==> src/rtl/read_responder_if.sv <==
// Read handshake bus between the initiator (master) and the memory-side read_responder (slave).
// Carries the rd/ws/ds read handshake plus the side write port that loads the responder memory.
interface read_responder_if #(
  parameter int unsigned ADDR_W = 4,
  parameter int unsigned DATA_W = 8
) ();
  logic              rd;
  logic [ADDR_W-1:0] addr;
  logic              ds;
  logic              we;
  logic [ADDR_W-1:0] waddr;
  logic [DATA_W-1:0] wdata;
  logic              ws;
  logic [DATA_W-1:0] rdata;
  logic              rvalid;
  logic              err;

  modport master (
    output rd, addr, ds, we, waddr, wdata,
    input  ws, rdata, rvalid, err
  );

  modport slave (
    input  rd, addr, ds, we, waddr, wdata,
    output ws, rdata, rvalid, err
  );
endinterface

==> src/rtl/read_responder.sv <==
// Memory-side responder for the rd/ws/ds read handshake: wait states, then registered read data until ds.
// Optional DATA-state timeout with a one-cycle err pulse is compiled in with READ_RESP_TIMEOUT_EN.
module read_responder #(
  parameter int unsigned ADDR_W      = 4,
  parameter int unsigned DATA_W      = 8,
  parameter int unsigned WAIT_CYCLES = 2,
  parameter int unsigned TIMEOUT     = 16
) (
  input  logic             clk,
  input  logic             rst,
  read_responder_if.slave  bus
);

  localparam int unsigned DEPTH = 1 << ADDR_W;
  localparam int unsigned CNT_W = 4;
  localparam int unsigned TMO_W = 8;

  if (WAIT_CYCLES > 15 || TIMEOUT < 1 || TIMEOUT > 255) begin : g_param_check
    $error("read_responder: WAIT_CYCLES must be 0..15 and TIMEOUT 1..255");
  end

  typedef enum logic [1:0] {
    S_IDLE,
    S_WAIT,
    S_DATA
  } state_e;

  state_e            state_q;
  logic [ADDR_W-1:0] addr_q;
  logic [CNT_W-1:0]  cnt_q;
  logic              ws_q;
  logic              rvalid_q;
  logic [DATA_W-1:0] rdata_q;

  logic [DATA_W-1:0] mem [DEPTH];
  logic [ADDR_W-1:0] rd_addr_d;
  logic [DATA_W-1:0] rdata_d;

  // With zero wait states the word is fetched on the same edge that samples rd
  assign rd_addr_d = (state_q == S_IDLE) ? bus.addr : addr_q;
  assign rdata_d   = mem[rd_addr_d];

  // Side write port; not reset and active in every state
  always_ff @(posedge clk) begin
    if (bus.we) begin
      mem[bus.waddr] <= bus.wdata;
    end
  end

`ifdef READ_RESP_TIMEOUT_EN
  logic [TMO_W-1:0] tmo_q;
  logic             err_q;
`endif

  always_ff @(posedge clk or posedge rst) begin
    if (rst) begin
      state_q  <= S_IDLE;
      addr_q   <= '0;
      cnt_q    <= '0;
      ws_q     <= 1'b0;
      rvalid_q <= 1'b0;
      rdata_q  <= '0;
`ifdef READ_RESP_TIMEOUT_EN
      tmo_q    <= '0;
      err_q    <= 1'b0;
`endif
    end else begin
`ifdef READ_RESP_TIMEOUT_EN
      err_q <= 1'b0;
`endif
      case (state_q)
        S_IDLE: begin
          if (bus.rd) begin
            addr_q <= bus.addr;
            cnt_q  <= CNT_W'(WAIT_CYCLES);
            if (WAIT_CYCLES == 0) begin
              state_q  <= S_DATA;
              rvalid_q <= 1'b1;
              rdata_q  <= rdata_d;
`ifdef READ_RESP_TIMEOUT_EN
              tmo_q    <= '0;
`endif
            end else begin
              state_q <= S_WAIT;
              ws_q    <= 1'b1;
            end
          end
        end

        // Counter leaves WAIT on the edge where it would reach zero
        S_WAIT: begin
          if (cnt_q == CNT_W'(1)) begin
            state_q  <= S_DATA;
            cnt_q    <= '0;
            ws_q     <= 1'b0;
            rvalid_q <= 1'b1;
            rdata_q  <= rdata_d;
`ifdef READ_RESP_TIMEOUT_EN
            tmo_q    <= '0;
`endif
          end else begin
            cnt_q <= cnt_q - CNT_W'(1);
          end
        end

        S_DATA: begin
          if (bus.ds) begin
            state_q  <= S_IDLE;
            rvalid_q <= 1'b0;
`ifdef READ_RESP_TIMEOUT_EN
          end else if (tmo_q == TMO_W'(TIMEOUT - 1)) begin
            state_q  <= S_IDLE;
            rvalid_q <= 1'b0;
            err_q    <= 1'b1;
          end else begin
            tmo_q <= tmo_q + TMO_W'(1);
`endif
          end
        end

        default: begin
          state_q  <= S_IDLE;
          ws_q     <= 1'b0;
          rvalid_q <= 1'b0;
        end
      endcase
    end
  end

  assign bus.ws     = ws_q;
  assign bus.rvalid = rvalid_q;
  assign bus.rdata  = rdata_q;
`ifdef READ_RESP_TIMEOUT_EN
  assign bus.err    = err_q;
`else
  assign bus.err    = 1'b0;
`endif

endmodule

==> src/flat_wrapper.sv <==
// flat-port wrapper written by rule: the top's interface ports become plain ports
module read_responder_flat 
#(
  parameter int unsigned ADDR_W      = 4,
  parameter int unsigned DATA_W      = 8,
  parameter int unsigned WAIT_CYCLES = 2,
  parameter int unsigned TIMEOUT     = 16
)
  (clk, rst, bus_rd, bus_addr, bus_ds, bus_we, bus_waddr, bus_wdata, bus_ws, bus_rdata, bus_rvalid, bus_err);
  read_responder_if #(.ADDR_W(ADDR_W), .DATA_W(DATA_W)) bus_i ();
  input  logic clk;
  input  logic rst;
  input wire logic [$bits(bus_i.rd)-1:0] bus_rd;
  input wire logic [$bits(bus_i.addr)-1:0] bus_addr;
  input wire logic [$bits(bus_i.ds)-1:0] bus_ds;
  input wire logic [$bits(bus_i.we)-1:0] bus_we;
  input wire logic [$bits(bus_i.waddr)-1:0] bus_waddr;
  input wire logic [$bits(bus_i.wdata)-1:0] bus_wdata;
  output wire logic [$bits(bus_i.ws)-1:0] bus_ws;
  output wire logic [$bits(bus_i.rdata)-1:0] bus_rdata;
  output wire logic [$bits(bus_i.rvalid)-1:0] bus_rvalid;
  output wire logic [$bits(bus_i.err)-1:0] bus_err;
  assign bus_i.rd = bus_rd;
  assign bus_i.addr = bus_addr;
  assign bus_i.ds = bus_ds;
  assign bus_i.we = bus_we;
  assign bus_i.waddr = bus_waddr;
  assign bus_i.wdata = bus_wdata;
  assign bus_ws = bus_i.ws;
  assign bus_rdata = bus_i.rdata;
  assign bus_rvalid = bus_i.rvalid;
  assign bus_err = bus_i.err;
  read_responder #(.ADDR_W(ADDR_W), .DATA_W(DATA_W), .WAIT_CYCLES(WAIT_CYCLES), .TIMEOUT(TIMEOUT)) u_core (.clk(clk), .rst(rst), .bus(bus_i));
endmodule
==> config.mk <==
export PLATFORM = sky130hd
export DESIGN_NAME = read_responder_flat
export DESIGN_NICKNAME = d
export VERILOG_FILES = /design/src/rtl/read_responder_if.sv /design/src/rtl/read_responder.sv /design/src/flat_wrapper.sv
export SDC_FILE = /design/constraint.sdc
export NUM_CORES = 1
export LEC_CHECK = 0
export ABC_AREA = 1
export CAP_MARGIN = 20
export CORE_ASPECT_RATIO = 1.2
export CORE_MARGIN = 5
export CORE_UTILIZATION = 45
export CTS_CLUSTER_SIZE = 12
export DETAILED_ROUTE_END_ITERATION = 8
export PLACE_DENSITY_LB_ADDON = 0.08
export SYNTH_ARGS = -nofsm -noshare
export SYNTH_HDL_FRONTEND = slang
export SYNTH_SLANG_ARGS = --single-unit
==> constraint.sdc <==
create_clock -name clk -period 2.38 [get_ports clk]
set_clock_uncertainty 0.1 [all_clocks]
set_input_delay 0.476 -clock clk [delete_from_list [all_inputs] [get_ports clk]]
set_output_delay 0.476 -clock clk [all_outputs]
set_load 0.05 [all_outputs]
==> results of run 1 <==
routing by layer:
metal	global-route usage [%]	vias up	wire, um
met2	33.1	136	7560
met3	3.88	30	885
met1	25.3	2174	6910
met5	0	-	0
met4	9.31	0	526
li1	-	2291	-
worst register-to-register path, stage by stage (launching register included):
cell     delay (ns)
dfrtp_1        0.43
nor2_4         0.31
nand2_4        0.11
nand2_2        0.11
buf_12         0.23
nand2_1        0.11
nand3_1        0.09
nand3_1        0.12
nand3_1        0.16
nand2_1        0.07
nand2_1        0.06
nand2_1        0.04
layout by cell type (no fill, tap or decap), types with 5 or more instances in the layout:
cell,netlist,final
buf_4,4,29
dfrtp_1,20,20
clkdlybuf4s50_1,0,30
buf_12,0,5
edfxtp_1,128,128
nand3_1,155,155
nor2_1,24,24
nand2_1,141,141
clkbuf_16,0,17
inv_1,144,144
power by group:
group          total (uW)  switching [uW]  internal (uW)
clock network        2670            1030           1640
registers            3150             118           3030
logic                4010            2700           1310
sequential cells by signal, summed over array words and instances (netlist names):
register	count
u_core.addr_q	4
u_core.bus.ws	1
u_core.state_q	2
u_core.mem	128
u_core.bus.rvalid	1
u_core.cnt_q	4
u_core.bus.rdata	8
stage by stage:
stage / std cells / hold slack (ns) / util (%) / cell area (um^2)
2_1_floorplan: 672 / 0.340 / - / 6650
3_3_place_gp: 911 / 0.369 / 50.9 / 7370
3_5_place_dp: 911 / 0.376 / 50.9 / 7370
4_1_cts: 943 / 0.295 / 55.0 / 7960
5_1_grt: 943 / 0.319 / 55.0 / 7960
6_report: 943 / 0.301 / 55.0 / 7960
worst paths after layout:
check,end,startpoint,depth (start not counted),slack [ns]
min,u_core.bus.rdata[6]$_DFFE_PP0P_,rst,3,0.30
max reg2reg,u_core.bus.rdata[2]$_DFFE_PP0P_,u_core.state_q[0]$_DFFE_PP0P_,11,0.34
min reg2reg,u_core.bus.rdata[3]$_DFFE_PP0P_,u_core.bus.rdata[3]$_DFFE_PP0P_,2,0.38
max,bus_rdata[2],u_core.bus.rdata[2]$_DFFE_PP0P_,1,0.17
max in group asynchronous,u_core.addr_q[1]$_DFFE_PP0P_,rst,3,1.66
min in group clk,u_core.bus.rdata[3]$_DFFE_PP0P_,u_core.bus.rdata[3]$_DFFE_PP0P_,2,0.38
final cells by class:
cell class / count / area (um^2)
multi-input cells: 351 / 1610
clock buffers: 18 / 429
well taps: 200 / 250
flip-flops and latches: 148 / 4340
inverters: 148 / 556
clock inverters: 14 / 161
fillers: 1298 / 6510
repair buffers: 64 / 618
logic make-up after synthesis:
logic type	share of synthesized area, %
adders and majority gates	0.376
buffers and inverters	10.6
and+or+nand+nor	22.4
other	0.0564
AOI/OAI and AO/OA	1.24
DFF	65.3
cell usage after synthesis:
cell type,number,area share (%)
a21oi_1,4,0.30
a22oi_1,1,0.11
buf_1,1,0.056
buf_2,15,1.1
buf_4,4,0.45
buf_6,3,0.51
clkbuf_1,2,0.11
clkinv_1,1,0.056
conb_1,1,0.056
dfrtp_1,20,7.5
edfxtp_1,128,58
ha_1,2,0.38
inv_1,144,8.1
inv_2,3,0.17
nand2_1,141,8.0
nand2_2,4,0.38
nand2_4,1,0.17
nand3_1,155,12
nand3b_1,2,0.23
nor2_1,24,1.4
nor2_2,1,0.094
nor2_4,1,0.17
nor3_1,4,0.30
o21ai_0,4,0.30
o21ai_1,2,0.15
o21ai_2,2,0.26
o31ai_1,1,0.11
or2_2,1,0.094
==> results by group, run 1 <==
Place
  • Detailed placement HPWL: 10.1 mm
  • PortBufs: 30
  • Place WS: 0.0570 ns
  • Gp weighted congestion: 0.783

Setup path
  • CP bufs+invs: 1
  • Crit path max fanout: 2
  • Crit path cell chain: clkdlybuf4s50_1
  • Slowest stage delay, CP: 0.83 ns
  • Crit-path slowest cell: clkdlybuf4s50_1
  • Crit path DAT: 1.64 ns
  • WP data required: 1.80 ns
  • Startpoint types: flop
  • CP top delay family: buffers and inverters
  • Crit. End Element: output port
  • Worst setup path class: reg -> out

Cells and area
  • Antenna cells: 0
  • Area grow syn2layout: 19.7%
  • Fraction of layout cells with a size suffix above 1: 10.4%
  • Layout Nets: 753

Clocking
  • Postcts setup bufs: 0
  • Post-cts sizing count: 0
  • Worst-path clk slew: 0.06 ns
  • Clk root buf: clkbuf_16
  • Latest clock arrival within the worst-skew pair: 0.42 ns
  • CTS Buffer Depth: 2
  • H-tree levels: 4
  • CTS tree: yes
  • CTS Hold Bufs: 0
  • Num CTS Buffers: 17
  • CTS Sinks: 148

STA
  • Final Hold Vio Count: 0
  • Fmax: 0.452 GHz
  • RSZ-0062 raised after global routing: false
  • Setup TNS: 0 ns
  • Setup WS post-layout: 0.168 ns
  • Tmin final: 2.21 ns
  • Final cycle utilization of the critical path: 92.9%
  • Slew @ Worst Pin: 0.609 ns
  • Relative slew slack: 59.3%
  • Setup-failing EPs final: 0
  • Fin. max-slew vios: 0

Synth
  • Post-synth cell types: 28
  • Yosys reg bits: 148
  • Syn Inst Count: 672
  • Synth Cell Area: 0.00665 mm^2
  • Syn_area_per_cell: 9.90 um^2
  • Yosys warnings: 0
  • Synthesized Nets: 695
  • Sequential fraction of the synthesis area: 65.3%

Floorplanning
  • Initial core utilization: 46.0%
  • I/O pin count: 32
  • Cell Rows: 48
  • CORE AREA: 0.0145 mm^2
  • Die Height: 143 um
  • Width of the chip: 121 um
  • Full die area: 0.0173 mm^2

Detailed routing
  • DR DRC count: 0
  • Via-per-instance ratio: 4.91
  • Drt wl/cell: 16.8 um
  • Iteration-0 DRC Markers: 299
  • Total vias in the final route: 4631
  • DRT Pass-1 Iters: 5
  • DRT Wirelength: 15.9 mm
  • Antenna viol nets, final: 0

Power and ir drop
  • Worst IR drop on VDD: 0.000646 V
  • Pwr per Cell Area: 1230 mW/mm^2
  • Leakage: 0.00353 uW
  • Total power: 9830 uW

Global routing
  • Number of global-route vias before repair: 4682
  • First-pass GRT wire length: 25.4 mm
  • Overflow left after global routing: 0
  • Initial antenna violation count: 0
  • GR Util All Layers: 20.0%
  • Largest net degree at the start of global routing: 49

Hold path
  • Type of the worst min-delay path: in -> async

Flow run
  • Max-cap violations: 0

Outcome
  • Status: finished, final reports clean
Note: power is estimated with default switching activity, not from simulation.
==> run 2: changes to the inputs <==
--- a/config.mk
+++ b/config.mk
@@ -10,7 +10,6 @@
 export CORE_ASPECT_RATIO = 1.2
 export CORE_MARGIN = 5
 export CORE_UTILIZATION = 45
-export CTS_CLUSTER_SIZE = 12
 export DETAILED_ROUTE_END_ITERATION = 8
 export PLACE_DENSITY_LB_ADDON = 0.08
 export SYNTH_ARGS = -nofsm -noshare
==> results of run 2 <==
Same layout as run 1: the final DEF is identical, and so are final timing and power.
